**config.mk**
```make
export PLATFORM = sky130hd
export DESIGN_NAME = tl_fragmenter_param
export DESIGN_NICKNAME = d
export VERILOG_FILES = /design/src/rtl/tl_frag_pkg.sv /design/src/rtl/tl_frag_size_table.sv /design/src/rtl/tl_fragmenter_param.sv
export SDC_FILE = /design/constraint.sdc
export NUM_CORES = 1
export LEC_CHECK = 0
export BUFFER_PORTS_ARGS = -buffer_cell sky130_fd_sc_hd__buf_4
export CAP_MARGIN = 0
export CORE_MARGIN = 1
export CORE_UTILIZATION = 50
export CTS_CLUSTER_SIZE = 16
export DETAILED_ROUTE_END_ITERATION = 16
export MAX_ROUTING_LAYER = met4
export PLACE_DENSITY = 0.95
export SKIP_LAST_GASP = 1
export SLEW_MARGIN = 10
export SYNTH_ARGS = -nofsm -noshare
export SYNTH_HDL_FRONTEND = slang
export SYNTH_SLANG_ARGS = --single-unit
```
**constraint.sdc**
```tcl
create_clock -name clock -period 10.34 [get_ports clock]
set_clock_uncertainty 0.2 [all_clocks]
set_input_delay 1.551 -clock clock [delete_from_list [all_inputs] [get_ports clock]]
set_output_delay 1.551 -clock clock [all_outputs]
set_load 0.01 [all_outputs]
```
**src/rtl/tl_frag_pkg.sv**
```systemverilog
// Shared TileLink opcode constants, fragmenter FSM states and the fragment-count helper.
package tl_frag_pkg;

    typedef enum logic [2:0] {
        A_PUT_FULL    = 3'd0,
        A_PUT_PARTIAL = 3'd1,
        A_GET         = 3'd4
    } a_opcode_e;

    typedef enum logic [2:0] {
        D_ACK      = 3'd0,
        D_ACK_DATA = 3'd1
    } d_opcode_e;

    typedef enum logic {
        ST_IDLE  = 1'b0,
        ST_BURST = 1'b1
    } frag_state_e;

    // Number of beat-sized fragments needed to cover a 2^size byte transfer.
    function automatic int unsigned frag_count(input int unsigned size, input int unsigned lg_beat);
        return (size > lg_beat) ? (32'd1 << (size - lg_beat)) : 32'd1;
    endfunction

endpackage

```
**src/rtl/tl_frag_size_table.sv**
```systemverilog
// Per-source record of the original transfer size, restored onto the inbound D channel.
module tl_frag_size_table #(
    parameter int SRC_W  = 5,
    parameter int SIZE_W = 3
) (
    input  logic              clock,
    input  logic              wr_en,
    input  logic [SRC_W-1:0]  wr_idx,
    input  logic [SIZE_W-1:0] wr_size,
    input  logic [SRC_W-1:0]  rd_idx,
    output logic [SIZE_W-1:0] rd_size
);

    logic [SIZE_W-1:0] mem [2**SRC_W];

    always_ff @(posedge clock) begin
        if (wr_en) begin
            mem[wr_idx] <= wr_size;
        end
    end

    assign rd_size = mem[rd_idx];

endmodule

```
**src/rtl/tl_fragmenter_param.sv**
```systemverilog
// TL-UL fragmenter: splits transfers wider than one beat into beat-sized fragments and
// collapses the returning acknowledgements back into one response per original request.
module tl_fragmenter_param
    import tl_frag_pkg::*;
#(
    parameter int ADDR_W   = 28,
    parameter int DATA_W   = 32,
    parameter int MAX_SIZE = 6,
    parameter int SRC_W    = 5,
    parameter int SIZE_W   = 3,
    localparam int LG_BEAT = $clog2(DATA_W / 8),
    localparam int FRAG_W  = ((MAX_SIZE - LG_BEAT) > 1) ? (MAX_SIZE - LG_BEAT) : 1,
    localparam int OSIZE_W = ($clog2(LG_BEAT + 1) > 1) ? $clog2(LG_BEAT + 1) : 1,
    localparam int MASK_W  = DATA_W / 8,
    localparam int OSRC_W  = SRC_W + FRAG_W
) (
    input  logic               clock,
    input  logic               reset,

    output logic               in_a_ready,
    input  logic               in_a_valid,
    input  logic [2:0]         in_a_bits_opcode,
    input  logic [2:0]         in_a_bits_param,
    input  logic [SIZE_W-1:0]  in_a_bits_size,
    input  logic [SRC_W-1:0]   in_a_bits_source,
    input  logic [ADDR_W-1:0]  in_a_bits_address,
    input  logic [MASK_W-1:0]  in_a_bits_mask,
    input  logic [DATA_W-1:0]  in_a_bits_data,
    input  logic               in_a_bits_corrupt,

    input  logic               in_d_ready,
    output logic               in_d_valid,
    output logic [2:0]         in_d_bits_opcode,
    output logic [SIZE_W-1:0]  in_d_bits_size,
    output logic [SRC_W-1:0]   in_d_bits_source,
    output logic [DATA_W-1:0]  in_d_bits_data,

    input  logic               out_a_ready,
    output logic               out_a_valid,
    output logic [2:0]         out_a_bits_opcode,
    output logic [2:0]         out_a_bits_param,
    output logic [OSIZE_W-1:0] out_a_bits_size,
    output logic [OSRC_W-1:0]  out_a_bits_source,
    output logic [ADDR_W-1:0]  out_a_bits_address,
    output logic [MASK_W-1:0]  out_a_bits_mask,
    output logic [DATA_W-1:0]  out_a_bits_data,
    output logic               out_a_bits_corrupt,

    output logic               out_d_ready,
    input  logic               out_d_valid,
    input  logic [2:0]         out_d_bits_opcode,
    input  logic [OSIZE_W-1:0] out_d_bits_size,
    input  logic [OSRC_W-1:0]  out_d_bits_source,
    input  logic [DATA_W-1:0]  out_d_bits_data
);

    frag_state_e       state, state_n;
    logic [FRAG_W-1:0] rem_cnt, rem_cnt_n;
    logic [FRAG_W-1:0] frag_last;
    logic [FRAG_W-1:0] rem;
    logic [FRAG_W-1:0] frag_idx;
    logic              is_get;
    logic              wide;
    logic              a_fire;
    logic              first_frag;

    assign is_get    = (in_a_bits_opcode == A_GET);
    assign wide      = (in_a_bits_size >= SIZE_W'(LG_BEAT));
    assign frag_last = FRAG_W'(frag_count(32'(in_a_bits_size), LG_BEAT) - 32'd1);

    // While idle the first fragment is derived straight from the request so no cycle is lost.
    assign rem      = (state == ST_BURST) ? rem_cnt : frag_last;
    assign frag_idx = frag_last - rem;

    assign out_a_valid = in_a_valid & ~reset;
    assign in_a_ready  = out_a_ready & ~reset & (~is_get | (rem == '0));
    assign a_fire      = out_a_valid & out_a_ready;
    assign first_frag  = a_fire & (state == ST_IDLE);

    assign out_a_bits_opcode  = in_a_bits_opcode;
    assign out_a_bits_param   = in_a_bits_param;
    assign out_a_bits_size    = (in_a_bits_size > SIZE_W'(LG_BEAT)) ? OSIZE_W'(LG_BEAT)
                                                                    : OSIZE_W'(in_a_bits_size);
    assign out_a_bits_source  = {in_a_bits_source, rem};
    assign out_a_bits_address = in_a_bits_address | (ADDR_W'(frag_idx) << LG_BEAT);
    assign out_a_bits_mask    = (is_get && wide) ? {MASK_W{1'b1}} : in_a_bits_mask;
    assign out_a_bits_data    = in_a_bits_data;
    assign out_a_bits_corrupt = in_a_bits_corrupt;

    always_ff @(posedge clock or posedge reset) begin
        if (reset) begin
            state   <= ST_IDLE;
            rem_cnt <= '0;
        end else begin
            state   <= state_n;
            rem_cnt <= rem_cnt_n;
        end
    end

    always_comb begin
        state_n   = state;
        rem_cnt_n = rem_cnt;
        if (a_fire) begin
            if (state == ST_IDLE) begin
                if (frag_last != '0) begin
                    state_n   = ST_BURST;
                    rem_cnt_n = frag_last - 1'b1;
                end
            end else if (rem_cnt == '0) begin
                state_n = ST_IDLE;
            end else begin
                rem_cnt_n = rem_cnt - 1'b1;
            end
        end
    end

    logic [SRC_W-1:0]  d_src;
    logic [FRAG_W-1:0] d_rem;
    logic [SIZE_W-1:0] d_size;
    logic              d_drop;
    logic              unused_d_size;

    tl_frag_size_table #(
        .SRC_W  (SRC_W),
        .SIZE_W (SIZE_W)
    ) u_size_table (
        .clock   (clock),
        .wr_en   (first_frag),
        .wr_idx  (in_a_bits_source),
        .wr_size (in_a_bits_size),
        .rd_idx  (d_src),
        .rd_size (d_size)
    );

    assign d_src  = out_d_bits_source[OSRC_W-1:FRAG_W];
    assign d_rem  = out_d_bits_source[FRAG_W-1:0];
    // Write acks for all but the last fragment are swallowed; the last one stands for the whole put.
    assign d_drop = (out_d_bits_opcode == D_ACK) && (d_rem != '0);

    assign out_d_ready      = d_drop | in_d_ready;
    assign in_d_valid       = out_d_valid & ~d_drop & ~reset;
    assign in_d_bits_opcode = out_d_bits_opcode;
    assign in_d_bits_size   = d_size;
    assign in_d_bits_source = d_src;
    assign in_d_bits_data   = out_d_bits_data;

    assign unused_d_size = ^out_d_bits_size;

endmodule

```
==> results of run 1 <==
## how the worst max path moves through the flow
stage | endpoint | slack [ps] | cells after the start | start
floorplan | out_a_bits_address[5] | 4620 | 10 | in_a_bits_size[1]
global placement | out_a_bits_address[5] | 3830 | 12 | in_a_bits_size[1]
detailed placement | out_a_bits_address[5] | 3580 | 12 | in_a_bits_size[1]
CTS | out_a_bits_address[5] | 3580 | 12 | in_a_bits_size[1]
global route | out_a_bits_address[5] | 3360 | 12 | in_a_bits_size[1]
finish | out_a_bits_address[5] | 3500 | 12 | in_a_bits_size[1]
## area by class of cell
| class | count | area share, % |
|---|---|---|
| multi-input cells | 162 | 27.0 |
| clock buffers | 11 | 2.42 |
| repair buffers | 73 | 10.1 |
| clock inverters | 5 | 1.11 |
| well taps | 136 | 3.14 |
| flip-flops and latches | 101 | 55.4 |
| inverters | 12 | 0.830 |
## logic make-up (layout without fill, tap and decap cells)
logic type      after synthesis  in the layout  share of synthesized area, %
mux                          36             36                          13.8
flops                       101            101                          55.7
xor+xnor                      8              8                          1.30
simple gates                 90             90                          7.93
compound gates               22             22                          2.69
fa+ha+maj                     6              6                          1.39
buf+inv                     132            101                          17.1
## worst reg2reg max path, stage by stage (launching register included)
cell     delay (ps)
dfrtp_1         680
nor3b_1         660
nand3_1         240
nor2_1          310
## Yosys cell counts
| cell | number |
|---|---|
| a211oi_1 | 2 |
| a21boi_0 | 1 |
| a21o_1 | 1 |
| a21oi_1 | 6 |
| a31oi_1 | 2 |
| and2_1 | 1 |
| buf_1 | 4 |
| buf_4 | 108 |
| buf_6 | 3 |
| clkbuf_1 | 5 |
| dfrtp_1 | 5 |
| edfxtp_1 | 96 |
| ha_1 | 6 |
| inv_1 | 12 |
| mux2_2 | 3 |
| mux2i_1 | 3 |
| mux4_1 | 2 |
| mux4_2 | 28 |
| nand2_1 | 18 |
| nand2b_1 | 6 |
| nand3_1 | 4 |
| nand3b_1 | 2 |
| nand4b_1 | 1 |
| nor2_1 | 38 |
| nor2b_1 | 3 |
| nor3_1 | 2 |
| nor3b_1 | 4 |
| nor4_1 | 3 |
| nor4b_1 | 1 |
| o211ai_1 | 1 |
| o21a_1 | 1 |
| o21ai_0 | 5 |
| o22a_1 | 1 |
| o31ai_1 | 1 |
| o41ai_2 | 1 |
| or2_2 | 7 |
| xnor2_1 | 5 |
| xor2_1 | 3 |
## layer usage
| metal | global-route usage, % | vias to the layer above | routed length [um] |
|---|---|---|---|
| met2 | 40.1 | 279 | 6750 |
| li1 | - | 1244 | - |
| met4 | 5.26 | 0 | 114 |
| met3 | 22.0 | 12 | 2950 |
| met1 | 27.1 | 1453 | 4570 |
| met5 | - | - | 0 |
## stage by stage
stage / cell area, um^2 / utilization, % / hold WS [ps]
global placement: 5240 / 50.3 / 333
detailed placement: 5240 / 50.3 / 367
floorplan: 5400 / - / 309
finish: 5430 / 52.1 / 393
global route: 5430 / 52.1 / 416
CTS: 5430 / 52.1 / 387
## registers in the layout, indices dropped and copies added (netlist names)
| signal | cells |
|---|---|
| state | 1 |
| u_size_table.mem | 96 |
| rem_cnt | 4 |
## power by group through the flow
stage | Combinational [uW] | Clock, uW | Sequential, uW
floorplan | 143 | 0 | 475
global placement | 158 | 0 | 483
detailed placement | 165 | 0 | 483
CTS | 165 | 246 | 474
global route | 178 | 260 | 477
finish | 165 | 246 | 475
## layout by cell type (no fill, tap or decap), types with 2 or more instances in the layout
master,Yosys,final
a211oi_1,2,2
a21oi_1,6,6
a31oi_1,2,2
buf_4,108,73
clkbuf_1,5,2
clkbuf_8,0,9
clkinv_4,0,2
dfrtp_1,5,5
edfxtp_1,96,96
ha_1,6,6
inv_1,12,12
mux2_2,3,3
mux2i_1,3,3
mux4_1,2,2
mux4_2,28,28
nand2_1,18,18
nand2b_1,6,6
nand3_1,4,4
nand3b_1,2,2
nor2_1,38,38
nor2b_1,3,3
nor3_1,2,2
nor3b_1,4,4
nor4_1,3,3
o21ai_0,5,5
or2_2,7,7
xnor2_1,5,5
xor2_1,3,3
==> run_results.csv, run 1 <==
group,metric,value,unit
outcome,status,"completed",
pwr,ir_drop,0.0000624,V
cts,cts_tree,"done",
floorplanning,die_h,106,um
cts,root_buffer,"clkbuf_8",
pwr,power_density,163,mW/mm^2
timing,setup_ws,3500,ps
cts,clkTransAtPathRegs,90,ps
setup_path,crit_chain,"buf_4 > inv_1 > ha_1 > nand2b_1 > a31oi_1 > inv_1 > ha_1 > a21boi_0 > a21oi_1 > a211oi_1 > mux2i_1 > buf_4",
setup_path,startpoint_type,"input port",
floorplanning,coreArea,0.0104,mm^2
yosys,synth.distinct_cells,38,
yosys,synth_area,0.00540,mm^2
placement,hpwl,11400,um
yosys,yosys.area.top_type,"edfxtp_1",
yosys,mappedNetlistNets,532,
setup_path,critPathBufInv,4,
placement,post-place-ws,3580,ps
floorplanning,start_util,51.8,%
yosys,synth_top_area_share,53.4,%
finish,n_fill_cell,810,
route,vias,2988,
finish,drive_above_1_share,34.3,%
setup_path,slowest_delay,550,ps
pwr,power.total,886,uW
pwr,p_seq_share,53.7,%
pwr,pwr-share-comb,18.6,%
finish,fin_nets,496,
floorplanning,placementRows,37,
timing,fmax,146,MHz
setup_path,end_kind,"output pin",
min_path,min-delay-start,"rem_cnt[3]",
flow_run,maxCapViolations,0,
cts,cts_hold_buf,0,
timing,tightest_slew,787,ps
pwr,p_leak,0.00192,uW
global_routing,track_usage,26.8,%
setup_path,cp_slowest_cell,"a31oi_1",
placement,gp_congestion,0.931,
setup_path,worstSetupPathType,"input port to output pin",
yosys,synth_seq_cells,101,
yosys,ys_top_cells_by_area,"edfxtp_1 53%, buf_4 15%, mux4_2 12%",
cts,clkSinkCount,101,
setup_path,critical-path-top-delay-family,"compound AO/OA/AOI/OAI gates",
route,avgRoutedWirePerCell,28.8,um
floorplanning,die-area,0.0112,mm^2
timing,setup_tns,0,ps
finish,syn_to_final_growth,0.580,%
route,drtIter0Drc,248,
cts,htreeDepth,3,
placement,numPortBuffers,73,
min_path,hold_path_depth,2,
cts,cts_setup_buffers,0,
route,first_pass_iters,5,
min_path,holdCritPathClass,"flip-flop to flip-flop",
route,wl,14400,um
global_routing,grt-ovfl-total,0,
route,ant_nets,0,
yosys,syn_area_per_cell,13.7,um^2
route,drcViolationCount,0,
timing,rsz0062_at_grt,"false",
global_routing,grt_max_degree,38,
pwr,sw_frac_of_total,26.8,%
placement,place_inst,484,
yosys,ys_warn_count,0,
finish,final_cells,500,
finish,regArea,0.00301,mm^2
pwr,p_sw,237,uW
timing,finalHoldViolations,0,
global_routing,grt_pass1_wl,20200,um
floorplanning,die_x,106,um
timing,post-route-min-period,6840,ps
cts,clk_latency,370,ps
timing,drv_slew,0,
setup_path,r2r_end,"u_size_table.mem[29][0]",
timing,min_period_over_period,66.1,%
pwr,p_int,649,uW
setup_path,ff2ff_setup_slack,7940,ps
setup_path,arrival,5090,ps
min_path,min_to,"rem_cnt[3]",
yosys,syn_inst,395,
setup_path,r2r_cells,3,
setup_path,critPathMaxFanout,37,
global_routing,antenna_found_initial,0,
cts,numCtsBuffers,9,
cts,ctsResizeCount,0,
floorplanning,ios,260,
yosys,ys_seq_area_share,55.7,%
finish,multi_input_area,0.00147,mm^2
timing,setup_viol,0,
finish,n_antenna_cell,0,
timing,slew-limit-headroom,47.5,%
global_routing,grt_pass1_vias,3028,
cts,cts_max_path_buffers,2,
pwr,clkPwrFrac,27.7,%
route,routed_via_density,5.98,
setup_path,cp_data_required_time,8590,ps
setup_path,rr_startpoint,"state",
Note: power is estimated with default switching activity, not from simulation.
==> inputs of run 2 (changes only) <==
--- a/config.mk
+++ b/config.mk
@@ -5,14 +5,15 @@
 export SDC_FILE = /design/constraint.sdc
 export NUM_CORES = 1
 export LEC_CHECK = 0
+export ABC_AREA = 1
 export BUFFER_PORTS_ARGS = -buffer_cell sky130_fd_sc_hd__buf_4
 export CAP_MARGIN = 0
 export CORE_MARGIN = 1
-export CORE_UTILIZATION = 50
+export CORE_UTILIZATION = 47
 export CTS_CLUSTER_SIZE = 16
 export DETAILED_ROUTE_END_ITERATION = 16
 export MAX_ROUTING_LAYER = met4
-export PLACE_DENSITY = 0.95
+export PLACE_DENSITY = 0.92
 export SKIP_LAST_GASP = 1
 export SLEW_MARGIN = 10
 export SYNTH_ARGS = -nofsm -noshare
==> constraint.sdc (replaced) <==
create_clock -name clock -period 6.3 [get_ports clock]
set_clock_uncertainty 0.2 [all_clocks]
set_input_delay 0.945 -clock clock [delete_from_list [all_inputs] [get_ports clock]]
set_output_delay 0.945 -clock clock [all_outputs]
set_load 0.01 [all_outputs]
==> run_results.csv, run 2 <==
group,metric,value,unit
outcome,status,"complete, but fails checks",
outcome,violations,"design-rule violations",
setup_path,cp_slowest_cell,"buf_4",
yosys,synth.distinct_cells,25,
global_routing,track_usage,19.3,%
yosys,synth_seq_cells,101,
global_routing,grt-ovfl-total,0,
global_routing,antenna_found_initial,0,
setup_path,slowest_delay,330,ps
route,routed_via_density,5.45,
floorplanning,start_util,48.5,%
placement,gp_congestion,0.854,
setup_path,startpoint_type,"input port",
pwr,power.total,1570,uW
timing,setup_tns,0,ps
yosys,syn_area_per_cell,9.17,um^2
placement,numPortBuffers,73,
pwr,ir_drop,0.000144,V
timing,fmax,221,MHz
setup_path,worstSetupPathType,"input port to output pin",
floorplanning,die_x,111,um
route,avgRoutedWirePerCell,16.0,um
timing,setup_viol,0,
cts,ctsResizeCount,0,
pwr,p_leak,0.00240,uW
floorplanning,die-area,0.0123,mm^2
floorplanning,die_h,111,um
setup_path,cp_data_required_time,5150,ps
yosys,syn_inst,609,
yosys,synth_area,0.00559,mm^2
global_routing,grt_pass1_wl,17700,um
pwr,power_density,277,mW/mm^2
yosys,ys_top_cells_by_count,"161 x nand2_1, 110 x buf_4, 96 x edfxtp_1",
setup_path,crit_top_cell,"inv_1",
yosys,synth_top_area_share,51.6,%
cts,htreeDepth,3,
setup_path,arrival,3380,ps
cts,cts_setup_buffers,0,
setup_path,ff2ff_setup_slack,4280,ps
timing,tightest_slew,802,ps
setup_path,rr_startpoint,"state",
cts,cts_max_path_buffers,2,
finish,reg_top3,"u_size_table.mem x96, rem_cnt x4, state x1",
timing,min_period_over_period,71.8,%
setup_path,end_kind,"output pin",
route,wl,11400,um
finish,syn_to_final_growth,1.93,%
cts,numCtsBuffers,9,
setup_path,r2r_end,"u_size_table.mem[27][0]",
finish,layout_commonest_cell,"nand2_1",
cts,clk_latency,340,ps
placement,hpwl,7700,um
finish,largest_reg_flops,96,
cts,root_buffer,"clkbuf_16",
yosys,mappedNetlistNets,746,
finish,n_antenna_cell,0,
finish,n_fill_cell,969,
timing,drv_slew,0,
floorplanning,ios,260,
min_path,holdCritPathClass,"input port to asynchronous set/reset pin",
floorplanning,placementRows,39,
floorplanning,coreArea,0.0115,mm^2
finish,drive_above_1_share,16.3,%
finish,final_cell_mix,"161 x nand2_1, 96 x edfxtp_1, 73 x buf_4, 64 x nor2_1, 49 x nand3_1",
cts,clkTransAtPathRegs,70,ps
yosys,yosys.area.top_type,"edfxtp_1",
yosys,synth_ff_type,"edfxtp_1",
setup_path,r2r_cells,5,
finish,fin_util,49.4,%
route,drcViolationCount,8,
flow_run,maxCapViolations,0,
timing,slew-limit-headroom,46.5,%
yosys,ys_top_cells_by_area,"edfxtp_1 52%, buf_4 15%, nand2_1 11%",
route,first_pass_iters,12,
yosys,ys_async_sr_fraction,4.95,%
cts,cts_tree,"done",
cts,cts_hold_buf,0,
timing,finalHoldViolations,0,
global_routing,grt_pass1_vias,3641,
finish,largest-register,"u_size_table.mem",
timing,post-route-min-period,4530,ps
yosys,synth-edff-count,96,
setup_path,worstSetupStartpoint,"in_a_bits_size[1]",
global_routing,grt_max_degree,51,
finish,fin_nets,704,
route,vias,3897,
route,ant_nets,0,
setup_path,critPathMaxFanout,38,
yosys,post-synth-top-count-cell,"nand2_1",
setup_path,crit_end,"out_a_bits_address[3]",
route,drtIter0Drc,397,
yosys,ys_warn_count,0,
setup_path,crit_chain,"buf_4 > inv_1 > ha_1 > inv_1 > nand2_1 > inv_1 > nand3_1 > ha_1 > inv_1 > o21ai_0 > ha_1 > or2_2 > buf_4",
timing,rsz0062_at_grt,"false",
yosys,ys_seq_area_share,53.9,%
cts,clkSinkCount,101,
## run 2: changes by cell type in the layout (fill, tap and decap cells not counted), moves of 12 or more
cell     change
nand2_1    +143
nand3_1     +45
inv_1       +28
mux4_2      -28
nor2_1      +26
a21oi_1     +14
o21ai_0     +12
## run 2: cell type report
type                       instances  area (um^2)  share of cell area, %
sequential                       101         3010                   52.8
timing repair buffer              73          548                   9.63
inverter                          42          158                   2.77
tap                              143          179                   3.14
clock inverter                     7         60.1                   1.05
clock buffer                       9          225                   3.96
multi-input combinational        340         1520                   26.6
## run 2: how the worst min path moves through the flow
stage,to,depth (start not counted)
6_report,rem_cnt[2],2
5_1_grt,rem_cnt[3],2
4_1_cts,rem_cnt[2],2
3_5_place_dp,rem_cnt[3],2
3_3_place_gp,rem_cnt[3],2
2_1_floorplan,rem_cnt[3],2
## run 2: critical path, delay by kind of cell
| family | cells | cell delay (ps) |
|---|---|---|
| compound gates | 1 | 230 |
| fa+ha+maj | 3 | 840 |
| buf+inv | 6 | 870 |
| simple gates | 3 | 490 |
## run 2: power by group
part	internal [uW]	switching [uW]	leakage, uW
clock	274	245	0.000137
sequential	749	16.8	0.000925
combinational	116	175	0.00134
## run 2: logic make-up (layout without fill, tap and decap cells)
logic type               after synthesis  count (layout)  synth area share [%]
XOR/XNOR                               2               2                 0.314
buffers and inverters                168             131                  19.0
AO/OA/AOI/OAI                         49              49                  4.93
AND/OR/NAND/NOR                      283             283                  20.5
flip-flops                           101             101                  53.9
adder cells (fa/ha/maj)                6               6                  1.34
## run 2: layer usage
layer	global-route usage [%]	vias to the layer above	part of all wire [%]	routed length, um
met5	-	-	0	0
met4	6.49	0	1.6	178
met3	9.13	24	14	1600
met2	30.1	288	47	5370
met1	21.8	1773	37	4280
li1	-	1812	-	-
## run 2: stage by stage
step | std cells | worst slack (ps) | cell area, um^2 | hold WS, ps
2_1_floorplan | 609 | 2530 | 5590 | 262
3_3_place_gp | 699 | 1820 | 5410 | 290
3_5_place_dp | 699 | 1790 | 5410 | 322
4_1_cts | 715 | 1780 | 5690 | 330
5_1_grt | 715 | 1580 | 5690 | 345
6_report | 715 | 1770 | 5690 | 329
